<file path="src/rtl/gpio_od_pad_bank_if.sv">
// Per-pin configuration, pad and status bundle for gpio_od_pad_bank.
// The bank itself connects through the slave modport; a controller or bench uses master.
interface gpio_od_pad_bank_if #(
    parameter int WIDTH = 8
) ();
    logic [WIDTH-1:0] i_out_data;
    logic [WIDTH-1:0] i_dir;
    logic [WIDTH-1:0] i_od_mode;
    logic [WIDTH-1:0] i_pad;
    logic [WIDTH-1:0] o_pad;
    logic [WIDTH-1:0] t_pad;
    logic [WIDTH-1:0] o_in_data;
    logic [WIDTH-1:0] o_rise;
    logic [WIDTH-1:0] o_fall;
    logic [WIDTH-1:0] i_irq_rise_en;
    logic [WIDTH-1:0] i_irq_fall_en;
    logic [WIDTH-1:0] i_irq_clr;
    logic [WIDTH-1:0] o_irq_pending;
    logic             o_irq;
    logic [WIDTH-1:0] i_cont_clr;
    logic [WIDTH-1:0] o_contention;

    modport master (
        output i_out_data, i_dir, i_od_mode, i_pad,
        output i_irq_rise_en, i_irq_fall_en, i_irq_clr, i_cont_clr,
        input  o_pad, t_pad, o_in_data, o_rise, o_fall,
        input  o_irq_pending, o_irq, o_contention
    );

    modport slave (
        input  i_out_data, i_dir, i_od_mode, i_pad,
        input  i_irq_rise_en, i_irq_fall_en, i_irq_clr, i_cont_clr,
        output o_pad, t_pad, o_in_data, o_rise, o_fall,
        output o_irq_pending, o_irq, o_contention
    );
endinterface

</file>
<file path="src/rtl/gpio_od_pad_bank.sv">
// Pad-control bank: push-pull/open-drain drive, synchronised input path, edge interrupts and contention flags.
// Define GPIO_GLITCH_FILTER_EN to insert the per-pin glitch filter between synchroniser and o_in_data.
module gpio_od_pad_bank #(
    parameter int WIDTH       = 8,
    parameter int SYNC_STAGES = 2,
    parameter int FILTER_LEN  = 4
) (
    input logic          i_system_clk,
    input logic          i_system_rst,
    gpio_od_pad_bank_if.slave bus
);

    if (WIDTH < 1 || WIDTH > 32) begin : gWidthCheck
        $error("gpio_od_pad_bank: WIDTH must be 1..32");
    end
    if (SYNC_STAGES < 2 || SYNC_STAGES > 4) begin : gSyncCheck
        $error("gpio_od_pad_bank: SYNC_STAGES must be 2..4");
    end
    if (FILTER_LEN < 1 || FILTER_LEN > 255) begin : gFilterCheck
        $error("gpio_od_pad_bank: FILTER_LEN must be 1..255");
    end

`ifdef GPIO_GLITCH_FILTER_EN
    localparam int ChainLen  = SYNC_STAGES;
    localparam int BlankLoad = SYNC_STAGES + FILTER_LEN + 2;
    localparam int CntW      = $clog2(FILTER_LEN + 1);
`else
    // Without the filter the o_in_data register is itself the last synchroniser stage.
    localparam int ChainLen  = SYNC_STAGES - 1;
    localparam int BlankLoad = SYNC_STAGES + 2;
`endif
    localparam int BlankW = $clog2(BlankLoad + 1);

    logic [WIDTH-1:0]  oPad_q, oPad_d;
    logic [WIDTH-1:0]  tPad_q, tPad_d;
    logic [WIDTH-1:0]  sync_q [ChainLen];
    logic [WIDTH-1:0]  syncTail;
    logic [WIDTH-1:0]  inData_q, inData_d;
    logic [WIDTH-1:0]  inPrev_q;
    logic [WIDTH-1:0]  rise, fall;
    logic [WIDTH-1:0]  pend_q, pend_d;
    logic [WIDTH-1:0]  cont_q, cont_d;
    logic [WIDTH-1:0]  contSet;
    logic [BlankW-1:0] blank_q, blank_d;
`ifdef GPIO_GLITCH_FILTER_EN
    logic [CntW-1:0]   cnt_q [WIDTH];
    logic [CntW-1:0]   cnt_d [WIDTH];
`endif

    assign syncTail = sync_q[ChainLen-1];

    // Open-drain pins never drive high: a 1 releases the pin by tristating it.
    always_comb begin
        tPad_d = ~bus.i_dir | (bus.i_od_mode & bus.i_out_data);
        oPad_d = bus.i_dir & ~bus.i_od_mode & bus.i_out_data;
    end

`ifdef GPIO_GLITCH_FILTER_EN
    // o_in_data only follows the synchroniser after FILTER_LEN consecutive disagreeing cycles.
    always_comb begin
        inData_d = inData_q;
        for (int i = 0; i < WIDTH; i++) begin
            cnt_d[i] = '0;
            if (syncTail[i] != inData_q[i]) begin
                if (cnt_q[i] == CntW'(FILTER_LEN - 1)) begin
                    inData_d[i] = syncTail[i];
                end else begin
                    cnt_d[i] = cnt_q[i] + 1'b1;
                end
            end
        end
    end
`else
    always_comb begin
        inData_d = syncTail;
    end
`endif

    assign rise = inData_q & ~inPrev_q;
    assign fall = ~inData_q & inPrev_q;

    // A driven pin whose readback disagrees with its drive is contention; released pins are never flagged.
    always_comb begin
        contSet = '0;
        if (blank_q == '0) begin
            contSet = ~tPad_q & (inData_q ^ oPad_q);
        end
        cont_d = (cont_q & ~bus.i_cont_clr) | contSet;
        pend_d = (pend_q & ~bus.i_irq_clr) |
                 (rise & bus.i_irq_rise_en) | (fall & bus.i_irq_fall_en);
    end

    // Any drive change restarts blanking so the readback has time to settle before checking.
    always_comb begin
        if (oPad_d != oPad_q || tPad_d != tPad_q) begin
            blank_d = BlankW'(BlankLoad);
        end else if (blank_q != '0) begin
            blank_d = blank_q - 1'b1;
        end else begin
            blank_d = blank_q;
        end
    end

    always_ff @(posedge i_system_clk) begin
        if (i_system_rst) begin
            oPad_q   <= '0;
            tPad_q   <= '1;
            for (int st = 0; st < ChainLen; st++) begin
                sync_q[st] <= '0;
            end
            inData_q <= '0;
            inPrev_q <= '0;
            pend_q   <= '0;
            cont_q   <= '0;
            blank_q  <= BlankW'(BlankLoad);
`ifdef GPIO_GLITCH_FILTER_EN
            for (int i = 0; i < WIDTH; i++) begin
                cnt_q[i] <= '0;
            end
`endif
        end else begin
            oPad_q    <= oPad_d;
            tPad_q    <= tPad_d;
            sync_q[0] <= bus.i_pad;
            for (int st = 1; st < ChainLen; st++) begin
                sync_q[st] <= sync_q[st-1];
            end
            inData_q <= inData_d;
            inPrev_q <= inData_q;
            pend_q   <= pend_d;
            cont_q   <= cont_d;
            blank_q  <= blank_d;
`ifdef GPIO_GLITCH_FILTER_EN
            for (int i = 0; i < WIDTH; i++) begin
                cnt_q[i] <= cnt_d[i];
            end
`endif
        end
    end

    assign bus.o_pad         = oPad_q;
    assign bus.t_pad         = tPad_q;
    assign bus.o_in_data     = inData_q;
    assign bus.o_rise        = rise;
    assign bus.o_fall        = fall;
    assign bus.o_irq_pending = pend_q;
    assign bus.o_irq         = |pend_q;
    assign bus.o_contention  = cont_q;

endmodule
</file>
<file path="src/flat_wrapper.sv">
// flat-port wrapper written by rule: the top's interface ports become plain ports
module gpio_od_pad_bank_flat 
#(
    parameter int WIDTH       = 8,
    parameter int SYNC_STAGES = 2,
    parameter int FILTER_LEN  = 4
)
  (i_system_clk, i_system_rst, bus_i_out_data, bus_i_dir, bus_i_od_mode, bus_i_pad, bus_i_irq_rise_en, bus_i_irq_fall_en, bus_i_irq_clr, bus_i_cont_clr, bus_o_pad, bus_t_pad, bus_o_in_data, bus_o_rise, bus_o_fall, bus_o_irq_pending, bus_o_irq, bus_o_contention);
  gpio_od_pad_bank_if #(.WIDTH(WIDTH)) bus_i ();
  input logic i_system_clk;
  input logic i_system_rst;
  input wire logic [$bits(bus_i.i_out_data)-1:0] bus_i_out_data;
  input wire logic [$bits(bus_i.i_dir)-1:0] bus_i_dir;
  input wire logic [$bits(bus_i.i_od_mode)-1:0] bus_i_od_mode;
  input wire logic [$bits(bus_i.i_pad)-1:0] bus_i_pad;
  input wire logic [$bits(bus_i.i_irq_rise_en)-1:0] bus_i_irq_rise_en;
  input wire logic [$bits(bus_i.i_irq_fall_en)-1:0] bus_i_irq_fall_en;
  input wire logic [$bits(bus_i.i_irq_clr)-1:0] bus_i_irq_clr;
  input wire logic [$bits(bus_i.i_cont_clr)-1:0] bus_i_cont_clr;
  output wire logic [$bits(bus_i.o_pad)-1:0] bus_o_pad;
  output wire logic [$bits(bus_i.t_pad)-1:0] bus_t_pad;
  output wire logic [$bits(bus_i.o_in_data)-1:0] bus_o_in_data;
  output wire logic [$bits(bus_i.o_rise)-1:0] bus_o_rise;
  output wire logic [$bits(bus_i.o_fall)-1:0] bus_o_fall;
  output wire logic [$bits(bus_i.o_irq_pending)-1:0] bus_o_irq_pending;
  output wire logic [$bits(bus_i.o_irq)-1:0] bus_o_irq;
  output wire logic [$bits(bus_i.o_contention)-1:0] bus_o_contention;
  assign bus_i.i_out_data = bus_i_out_data;
  assign bus_i.i_dir = bus_i_dir;
  assign bus_i.i_od_mode = bus_i_od_mode;
  assign bus_i.i_pad = bus_i_pad;
  assign bus_i.i_irq_rise_en = bus_i_irq_rise_en;
  assign bus_i.i_irq_fall_en = bus_i_irq_fall_en;
  assign bus_i.i_irq_clr = bus_i_irq_clr;
  assign bus_i.i_cont_clr = bus_i_cont_clr;
  assign bus_o_pad = bus_i.o_pad;
  assign bus_t_pad = bus_i.t_pad;
  assign bus_o_in_data = bus_i.o_in_data;
  assign bus_o_rise = bus_i.o_rise;
  assign bus_o_fall = bus_i.o_fall;
  assign bus_o_irq_pending = bus_i.o_irq_pending;
  assign bus_o_irq = bus_i.o_irq;
  assign bus_o_contention = bus_i.o_contention;
  gpio_od_pad_bank #(.WIDTH(WIDTH), .SYNC_STAGES(SYNC_STAGES), .FILTER_LEN(FILTER_LEN)) u_core (.i_system_clk(i_system_clk), .i_system_rst(i_system_rst), .bus(bus_i));
endmodule
</file>
<file path="config.mk">
export PLATFORM = sky130hd
export DESIGN_NAME = gpio_od_pad_bank_flat
export DESIGN_NICKNAME = d
export VERILOG_FILES = /design/src/rtl/gpio_od_pad_bank_if.sv /design/src/rtl/gpio_od_pad_bank.sv /design/src/flat_wrapper.sv
export SDC_FILE = /design/constraint.sdc
export NUM_CORES = 1
export LEC_CHECK = 0
export CAP_MARGIN = 15
export CELL_PAD_IN_SITES_DETAIL_PLACEMENT = 1
export CELL_PAD_IN_SITES_GLOBAL_PLACEMENT = 2
export CORE_UTILIZATION = 24
export CTS_CLUSTER_DIAMETER = 120
export CTS_CLUSTER_SIZE = 20
export DETAILED_ROUTE_END_ITERATION = 8
export PLACE_DENSITY = 0.95
export SYNTH_ARGS = -nofsm -noshare
export SYNTH_HDL_FRONTEND = slang
export SYNTH_SLANG_ARGS = --single-unit
</file>
<file path="constraint.sdc">
create_clock -name i_system_clk -period 3 [get_ports i_system_clk]
set_clock_uncertainty 0.2 [all_clocks]
set_input_delay 0.6 -clock i_system_clk [delete_from_list [all_inputs] [get_ports i_system_clk]]
set_output_delay 0.6 -clock i_system_clk [all_outputs]
set_load 0.005 [all_outputs]
</file>
==> qor_table.md, run 1 <==
| Item | This run |
|---|---|
| Result of the run | complete, no violations |
| Die width | 103 um |
| Gr usage total | 0.148 |
| Synth Cell Area | 0.00244 mm2 |
| Final Util | 0.410 |
| DIE AREA | 0.0106 mm2 |
| Slew HR | 0.601 |
| Number of DRC markers after the initial detailed-route iteration | 63 |
| Maximum number of pins on one net before global-route repair | 57 |
| Setup repair after global routing missed its margin | false |
| Cell at the root of the clock tree | sky130_fd_sc_hd__clkbuf_8 |
| CTS-repair resized insts | 0 |
| Required arrival time at the worst endpoint | 3000 ps |
| Predominant post-synthesis flop cell | sky130_fd_sc_hd__dfxtp_1 |
| Number of enable flip-flop cells after synthesis | 0 |
| Via count of the routed design | 2295 |
| Total congestion overflow after global routing | 0 |
| HP Class | register to register |
| Synth Area per Inst | 9.55 um2 |
| FFs w/ async S/R, synth | 0 |
| Slew at the pin with the worst max-slew slack | 598 ps |
| Max-capacitance violation count | 0 |
| First-pass GRT wire length | 11700 um |
| Category of the most critical setup path | input port to register |
| Core Footprint | 0.00982 mm2 |
| Initial core utilization | 0.249 |
| Post-layout total power | 0.00188 W |
| Post-DP HPWL | 6010 um |
| Post-placement cell area | 0.00381 mm2 |
| Post-CTS Hold Fix Bufs | 0 |
| Post-Layout Inst Area | 0.00403 mm2 |
| Routed length on met2 | 4130 um |
| Number of filler cells placed in the layout | 1171 |
| Met1 wire length | 3180 um |
| Footprint of the flip-flops and latches | 0.00118 mm2 |
| Clock transition at the registers of the reported paths | 80 ps |
| Number of max-slew violations in the final report | 0 |
| Routability congestion estimate from global placement | 0.770 |
| Insertion delay to the later sink of the worst-skew pair | 330 ps |
| Post-layout minimum cycle time | 2580 ps |
| Number of diodes | 0 |
| Antenna-violating nets left | 0 |
| Total length of routed met3 wires | 415 um |
| Number of synthesis warnings | 0 |
| Buffer levels on the longest clock path | 2 |
| Top routing layer in use | met4 |
| Average vias per placed instance | 4.40 |
| CTS tree | built |
| FP Rows | 36 |
| Yosys cell types | 37 |
| Via count of the first global-routing pass | 2366 |
| Maximum fanout encountered on the critical timing path | 5 |
| Category of the worst setup path launch point | input port |
| Max Fclk | 388 MHz |
| Die span in y | 103 um |
| Total Negative Setup Slacks | 0 ps |
| Net count after synthesis | 324 |
| Areal power density over the cells | 468 mW/mm2 |
| Post-layout nets | 451 |
| Leak | 1.53 nW |
| Worst VDD drop | 0.000251 V |
| Post-Syn Instances | 256 |
| Seq cells post-synth | 59 |
| Number of antenna violations at the first check in global routing | 0 |
| Layout Area Growth over Synthesis | 64.7% |
| Number of levels the H-tree was split into | 3 |
| Clock Sinks | 59 |
| Share of the cycle needed by the critical path after routing | 0.859 |
| Number of CTS-inserted buffers | 9 |
| Ports placed on the boundary | 123 |
| Drc violations | 0 |
| Worst Setup Slack post-DPL | 91.8 ps |
| Multi-input gate area | 0.00115 mm2 |
| Port Buf Inserts | 122 |
| Routed WL per cell | 14.9 um |
| Critical path capture point type | register |
| Final wirelength | 7780 um |
| First drt pass iteration count | 4 |
| Sequential share of the synthesized area | 0.483 |
| Setup bufs post-CTS | 0 |
| Data arrival time of the worst path | 2580 ps |
| Setup WS post-layout | 424 ps |
| Final Setup Violations | 0 |
| Fraction of layout instances using a drive strength above 1 | 0.0619 |
| Final Hold Fails | 0 |
-- power breakdown --
part | switching (W) | leakage (nW) | internal, W
Combinational | 0.0000875 | 0.936 | 0.000165
Sequential | 0.0000240 | 0.483 | 0.000809
Clock | 0.000331 | 0.106 | 0.000469
Total | 0.000442 | 1.53 | 0.00144
-- per-layer routing --
layer  GRT usage  vias to the layer above
li1            -                     1135
met1       0.162                     1091
met2       0.277                       63
met3      0.0373                        6
met4      0.0531                        0
met5           0                        -
-- metrics by stage --
stage	hold slack, ps	cells
detailed placement	226	505
floorplan	214	256
global route	261	521
finish	241	521
global placement	217	505
CTS	243	521
-- area by class of cell --
cell class / instances / share of cell area
repair buffers: 123 / 0.304
flip-flops and latches: 59 / 0.293
multi-input cells: 168 / 0.287
well taps: 133 / 0.0413
clock buffers: 10 / 0.0317
clock inverters: 6 / 0.0224
inverters: 22 / 0.0205
-- cell usage after synthesis (all sizes together), types with 7 or more instances --
master / instances / area (um2)
a21oi: 12 / 60.1
a222oi: 9 / 90.1
clkbuf: 7 / 26.3
dfxtp: 59 / 1180
inv: 22 / 82.6
nand2: 7 / 28.8
nand3b: 8 / 60.1
nor2: 20 / 75.1
nor2b: 45 / 282
nor3: 9 / 45.0
nor4bb: 8 / 80.1
xnor2: 10 / 87.6
-- path summary, 6_finish.rpt --
path	start	endpoint	slack, ps	cells past startpoint
worst max-delay path	bus_i_dir[1]	u_core.blank_q[2]	420	6
worst min register to register	u_core.sync_q[0][0]	u_core.bus.o_in_data[0]	240	1
worst max register to register	u_core.bus.o_pad[1]	u_core.blank_q[2]	760	5
worst min-delay path	u_core.sync_q[0][0]	u_core.bus.o_in_data[0]	240	1
-- state kept, by name, summed over array words and instances, names as in the netlist --
| register | count |
|---|---|
| u_core.bus.o_irq_pending | 8 |
| u_core.sync_q | 8 |
| u_core.blank_q | 3 |
| u_core.inPrev_q | 8 |
| u_core.bus.o_pad | 8 |
| u_core.bus.o_contention | 8 |
| u_core.bus.o_in_data | 8 |
| u_core.bus.t_pad | 8 |
-- cell usage in the layout (no fill, tap or decap), types with 9 or more instances in the layout --
cell and n:
sky130_fd_sc_hd__a222oi_1 9, sky130_fd_sc_hd__clkbuf_8 9, sky130_fd_sc_hd__nor2_1 20, sky130_fd_sc_hd__dfxtp_1 59, sky130_fd_sc_hd__nor3_1 9, sky130_fd_sc_hd__inv_1 22, sky130_fd_sc_hd__a21oi_1 12, sky130_fd_sc_hd__nor2b_1 45
sky130_fd_sc_hd__xnor2_1 10, sky130_fd_sc_hd__clkdlybuf4s50_1 121
-- worst max-delay path: stages --
cell                              delay [ps]
sky130_fd_sc_hd__clkdlybuf4s50_1         540
sky130_fd_sc_hd__nor4bb_1                230
sky130_fd_sc_hd__o21ai_0                 140
sky130_fd_sc_hd__a222oi_1                470
sky130_fd_sc_hd__nand4_2                 190
sky130_fd_sc_hd__or3_1                   400
-- logic make-up after synthesis --
kind of cell,synth area share
adders and majority gates,0.0102
buffers and inverters,0.0445
AOI/OAI and AO/OA,0.118
muxes,0.00870
DFF,0.483
xor gates and xnor gates,0.0430
and+or+nand+nor,0.293
Note: power is estimated with default switching activity, not from simulation.
==> run 2: changes to the inputs <==
--- a/config.mk
+++ b/config.mk
@@ -13,6 +13,7 @@
 export CTS_CLUSTER_SIZE = 20
 export DETAILED_ROUTE_END_ITERATION = 8
 export PLACE_DENSITY = 0.95
+export SLEW_MARGIN = 10
 export SYNTH_ARGS = -nofsm -noshare
 export SYNTH_HDL_FRONTEND = slang
 export SYNTH_SLANG_ARGS = --single-unit
==> results of run 2 <==
The final DEF is identical to that of run 1; final timing and power are the same.
